--- config.mk ---
export PLATFORM = sky130hd
export DESIGN_NAME = mux_nx1_stream
export DESIGN_NICKNAME = d
export VERILOG_FILES = /design/src/rtl/mux_nx1_stream.sv
export SDC_FILE = /design/constraint.sdc
export NUM_CORES = 1
export LEC_CHECK = 0
export CORE_MARGIN = 1.5
export CORE_UTILIZATION = 38
export DETAILED_ROUTE_END_ITERATION = 6
export PLACE_DENSITY_LB_ADDON = 0.2
export RECOVER_POWER = 50
export SYNTH_ARGS = -nofsm -noshare
export SYNTH_HDL_FRONTEND = slang
export SYNTH_SLANG_ARGS = --single-unit
--- constraint.sdc ---
create_clock -name clk -period 3 [get_ports clk]
set_input_delay 0.45 -clock clk [delete_from_list [all_inputs] [get_ports clk]]
set_output_delay 0.45 -clock clk [all_outputs]
set_load 0.02 [all_outputs]
--- src/rtl/mux_nx1_stream.sv ---
// mux_nx1_stream: N-channel registered stream mux with static-select or round-robin
// arbitration, valid/ready on every port, one output register, full throughput.
module mux_nx1_stream #(
    parameter int WIDTH = 8,
    parameter int N     = 4,
    parameter int SELW  = 2
) (
    input  logic               clk,
    input  logic               rst,
    input  logic               mode,
    input  logic [SELW-1:0]    s,
    input  logic [N-1:0]       in_valid,
    input  logic [N*WIDTH-1:0] in_data,
    output logic [N-1:0]       in_ready,
    output logic [WIDTH-1:0]   y,
    output logic               y_valid,
    input  logic               y_ready,
    output logic [SELW-1:0]    y_ch
);
    logic [WIDTH-1:0] y_q, y_d, sel_data;
    logic [SELW-1:0]  y_ch_q, y_ch_d, ptr_q, ptr_d, gnt, hi_gnt, lo_gnt;
    logic             y_valid_q, y_valid_d, gnt_ok, hi_ok, lo_ok, load_en, xfer;

    assign load_en = !y_valid_q || y_ready;

    // Round-robin: lowest valid channel at or above ptr, else lowest valid overall.
    always_comb begin
        hi_gnt = '0;
        hi_ok  = 1'b0;
        lo_gnt = '0;
        lo_ok  = 1'b0;
        for (int k = N - 1; k >= 0; k--) begin
            if (in_valid[k]) begin
                lo_gnt = SELW'(k);
                lo_ok  = 1'b1;
                if (SELW'(k) >= ptr_q) begin
                    hi_gnt = SELW'(k);
                    hi_ok  = 1'b1;
                end
            end
        end
    end

    always_comb begin
        gnt    = mode ? (hi_ok ? hi_gnt : lo_gnt) : s;
        gnt_ok = mode ? (hi_ok || lo_ok) : 1'b0;
        for (int k = 0; k < N; k++)
            if (!mode && s == SELW'(k)) gnt_ok = in_valid[k];
    end

    always_comb begin
        sel_data = '0;
        in_ready = '0;
        for (int k = 0; k < N; k++) begin
            if (gnt == SELW'(k)) sel_data = in_data[k*WIDTH +: WIDTH];
            in_ready[k] = !rst && gnt_ok && load_en && gnt == SELW'(k);
        end
    end

    assign xfer = gnt_ok && load_en;

    always_comb begin
        y_d       = xfer ? sel_data : y_q;
        y_ch_d    = xfer ? gnt : y_ch_q;
        y_valid_d = xfer ? 1'b1 : (y_ready ? 1'b0 : y_valid_q);
        ptr_d     = (xfer && mode) ? ((int'(gnt) == N - 1) ? '0 : gnt + SELW'(1)) : ptr_q;
    end

    always_ff @(posedge clk or posedge rst) begin
        if (rst) begin
            y_q       <= '0;
            y_ch_q    <= '0;
            y_valid_q <= 1'b0;
            ptr_q     <= '0;
        end else begin
            y_q       <= y_d;
            y_ch_q    <= y_ch_d;
            y_valid_q <= y_valid_d;
            ptr_q     <= ptr_d;
        end
    end

    assign y       = y_q;
    assign y_ch    = y_ch_q;
    assign y_valid = y_valid_q;
endmodule

==> metrics.txt <==
status=finished, final reports clean; crit path time final=2.85 ns; DRC Markers=0; Hold Path Class=flop to flop; DR WL/cell=14.1 um; FILL cells=201; period utilisation layout=95.0%; DIE HEIGHT=54.2 um; CTS Hold Buffers Added=0; commonest non-fill, non-tap cell in the layout=clkdlybuf4s50_1; io pins=57; Max-Cap Viols=0; clock tree buffer depth=2; worst path arrival time=2.40 ns; vias=1,127; count of cell types in the netlist=31; Seq/Total Area, Yosys=32.6%; Mapped Cells=108; Die W=54.2 um; Initial Utilization=40.3%; total congestion overflow=0; worst-margin pin slew=0.522 ns; Worst slew margin=65.1%; CP Data Required Time=2.55 ns; Post-Syn Area=997 sq um; Yosys warnings=0; VDD IR max=309 uV; Hold Crit Depth=1; Worst Setup Path Type=primary input to output port; drt via density=5.47; Synth Area per Inst=9.23 sq um; Detail Placement HPWL=2380 um; Die ar.=2940 sq um; CTS tree=yes; insertion delay to the later sink of the worst-skew pair=0.28 ns; initial antenna violation count=0; CTS sink cnt=13; largest net degree at the start of global routing=17; # rows=18; Worst R2R Path Depth=11; Worst-path clk slew=0.08 ns; CTS Buf Count=3; core region area=2480 sq um; commonest non-fill, non-tap cells in the layout=clkdlybuf4s50_1, dfrtp_1, nor2b_1, buf_4, nand2_1; Syn Nets=154; Critical Path Fanout Max=5; pre-CTS setup slack=-0.104 ns; vias in the first global route=1,087; first-pass GRT wire length=4650 um; synthesized flop and latch total=13; Initial DRC Count=16; drt pass-1 iters=4; Hold Vio Cnt, Final=0; worst clock skew=0.00249 ns; Total Routing Usage GR=21.8%; gpl congestion=0.771; placed instance area=1670 sq um; Worst setup EP type=output port; drt total wl=2910 um; port bufs=56; Post-DRT Antenna Nets=0; Pwr Density=542 nW/um^2; Final Setup Violations=0; Final Cell Area=1690 sq um; Setup WS post-layout=0.150 ns; ANT cells=0; final-stage net count=223; reg2reg setup slack=0.55 ns; Root Driver=clkbuf_4; max-slew violations=0; H-tree depth=1; fmax=351 MHz; layout cell share with drive strength beyond 1=11.9%; RSZ-0062 raised after global routing=false; Syn-to-layout area delta=69.1%; startpoint types=primary input; Static Leak=0.730 nW
cell families after synthesis:
kind of cell	synth area share (%)
compound gates	29.9
mux	6.77
flops	32.6
fa+ha+maj	5.02
simple gates	20.5
buf+inv	5.27
stage by stage:
step           hold slack, ns  setup TNS, ns  utilization (%)  std cells  power, W
2_1_floorplan           0.348              0                -        108  0.000571
3_3_place_gp            0.494         -0.151             67.3        202  0.000811
3_5_place_dp            0.497         -0.462             67.3        202  0.000828
4_1_cts                 0.439              0             68.1        206  0.000935
5_1_grt                 0.535              0             68.1        206  0.000979
6_report                0.511              0             68.1        206  0.000914
power by group:
group	switching, W	internal, W	total (W)
sequential	0.0000435	0.000239	0.000283
clock	0.0000565	0.0000516	0.000108
combinational	0.000241	0.000282	0.000524
total	0.000341	0.000573	0.000914
synthesized netlist by cell type:
library cell | instances | share of area, %
o311ai_0 | 7 | 6.1
mux2_2 | 2 | 2.3
o21bai_1 | 2 | 1.5
ha_1 | 4 | 5.0
and3_1 | 4 | 2.5
o21ai_0 | 3 | 1.5
dfrtp_1 | 13 | 33
or4_4 | 1 | 1.1
a32oi_1 | 1 | 0.88
mux2_4 | 1 | 1.5
o21a_4 | 1 | 1.5
buf_6 | 1 | 1.1
nand3b_1 | 1 | 0.75
nand3_1 | 1 | 0.50
nor2b_1 | 12 | 7.5
nand2b_1 | 2 | 1.3
a21o_1 | 1 | 0.75
mux2i_1 | 3 | 3.0
nand2_1 | 9 | 3.4
a21oi_1 | 4 | 2.0
buf_1 | 1 | 0.38
nor2_1 | 4 | 1.5
and2_4 | 1 | 0.88
o22a_1 | 8 | 7.0
clkbuf_1 | 3 | 1.1
a221oi_1 | 7 | 6.1
a22o_1 | 1 | 0.88
inv_1 | 7 | 2.6
o31ai_1 | 1 | 0.75
nor4bb_1 | 1 | 1.0
o211ai_1 | 1 | 0.75
final cells by class:
class	instances	area [sq um]	area share (%)
Timing Repair Buffer	69	652	38.6
Multi-Input combinational cell	83	619	36.7
Sequential cell	13	325	19.3
Tap cell	30	37.5	2.23
Clock buffer	4	26.3	1.56
Inverter	7	26.3	1.56
state kept, by name (all words and copies together), names as in the netlist:
register	count
y_ch	2
y_valid	1
ptr_q	2
y	8
path summary, 6_finish.rpt:
| path | from | endpoint |
|---|---|---|
| max | in_valid[0] | in_ready[0] |
| min | y[4]$_DFFE_PP0P_ | y[4]$_DFFE_PP0P_ |
| min in group asynchronous | rst | y[1]$_DFFE_PP0P_ |
| min reg2reg | y[4]$_DFFE_PP0P_ | y[4]$_DFFE_PP0P_ |
| max reg2reg | ptr_q[0]$_DFFE_PP0P_ | y[6]$_DFFE_PP0P_ |
| max in group asynchronous | rst | y_ch[0]$_DFFE_PP0P_ |
worst max-delay path, stage by stage:
cell	delay [ns]
clkdlybuf4s50_1	0.48
o211ai_1	0.19
a21oi_1	0.09
o31ai_1	0.27
buf_4	0.18
inv_1	0.07
ha_1	0.21
and3_1	0.15
dlygate4sd2_1	0.31
what timing repair did:
| action | 4_1_cts | 5_1_grt |
|---|---|---|
| setup endpoints to repair | 4 | 4 |
| resized for setup | 4 | 2 |
| setup buffers | 0 | 0 |
layer usage:
layer	GRT usage [%]	vias to the layer above	routed length, um
met5	0	-	0
met4	7.50	0	38
met3	4.37	4	244
met2	39.6	53	1470
met1	25.4	521	1150
li1	-	549	-
(Power assumes the default switching activity.)
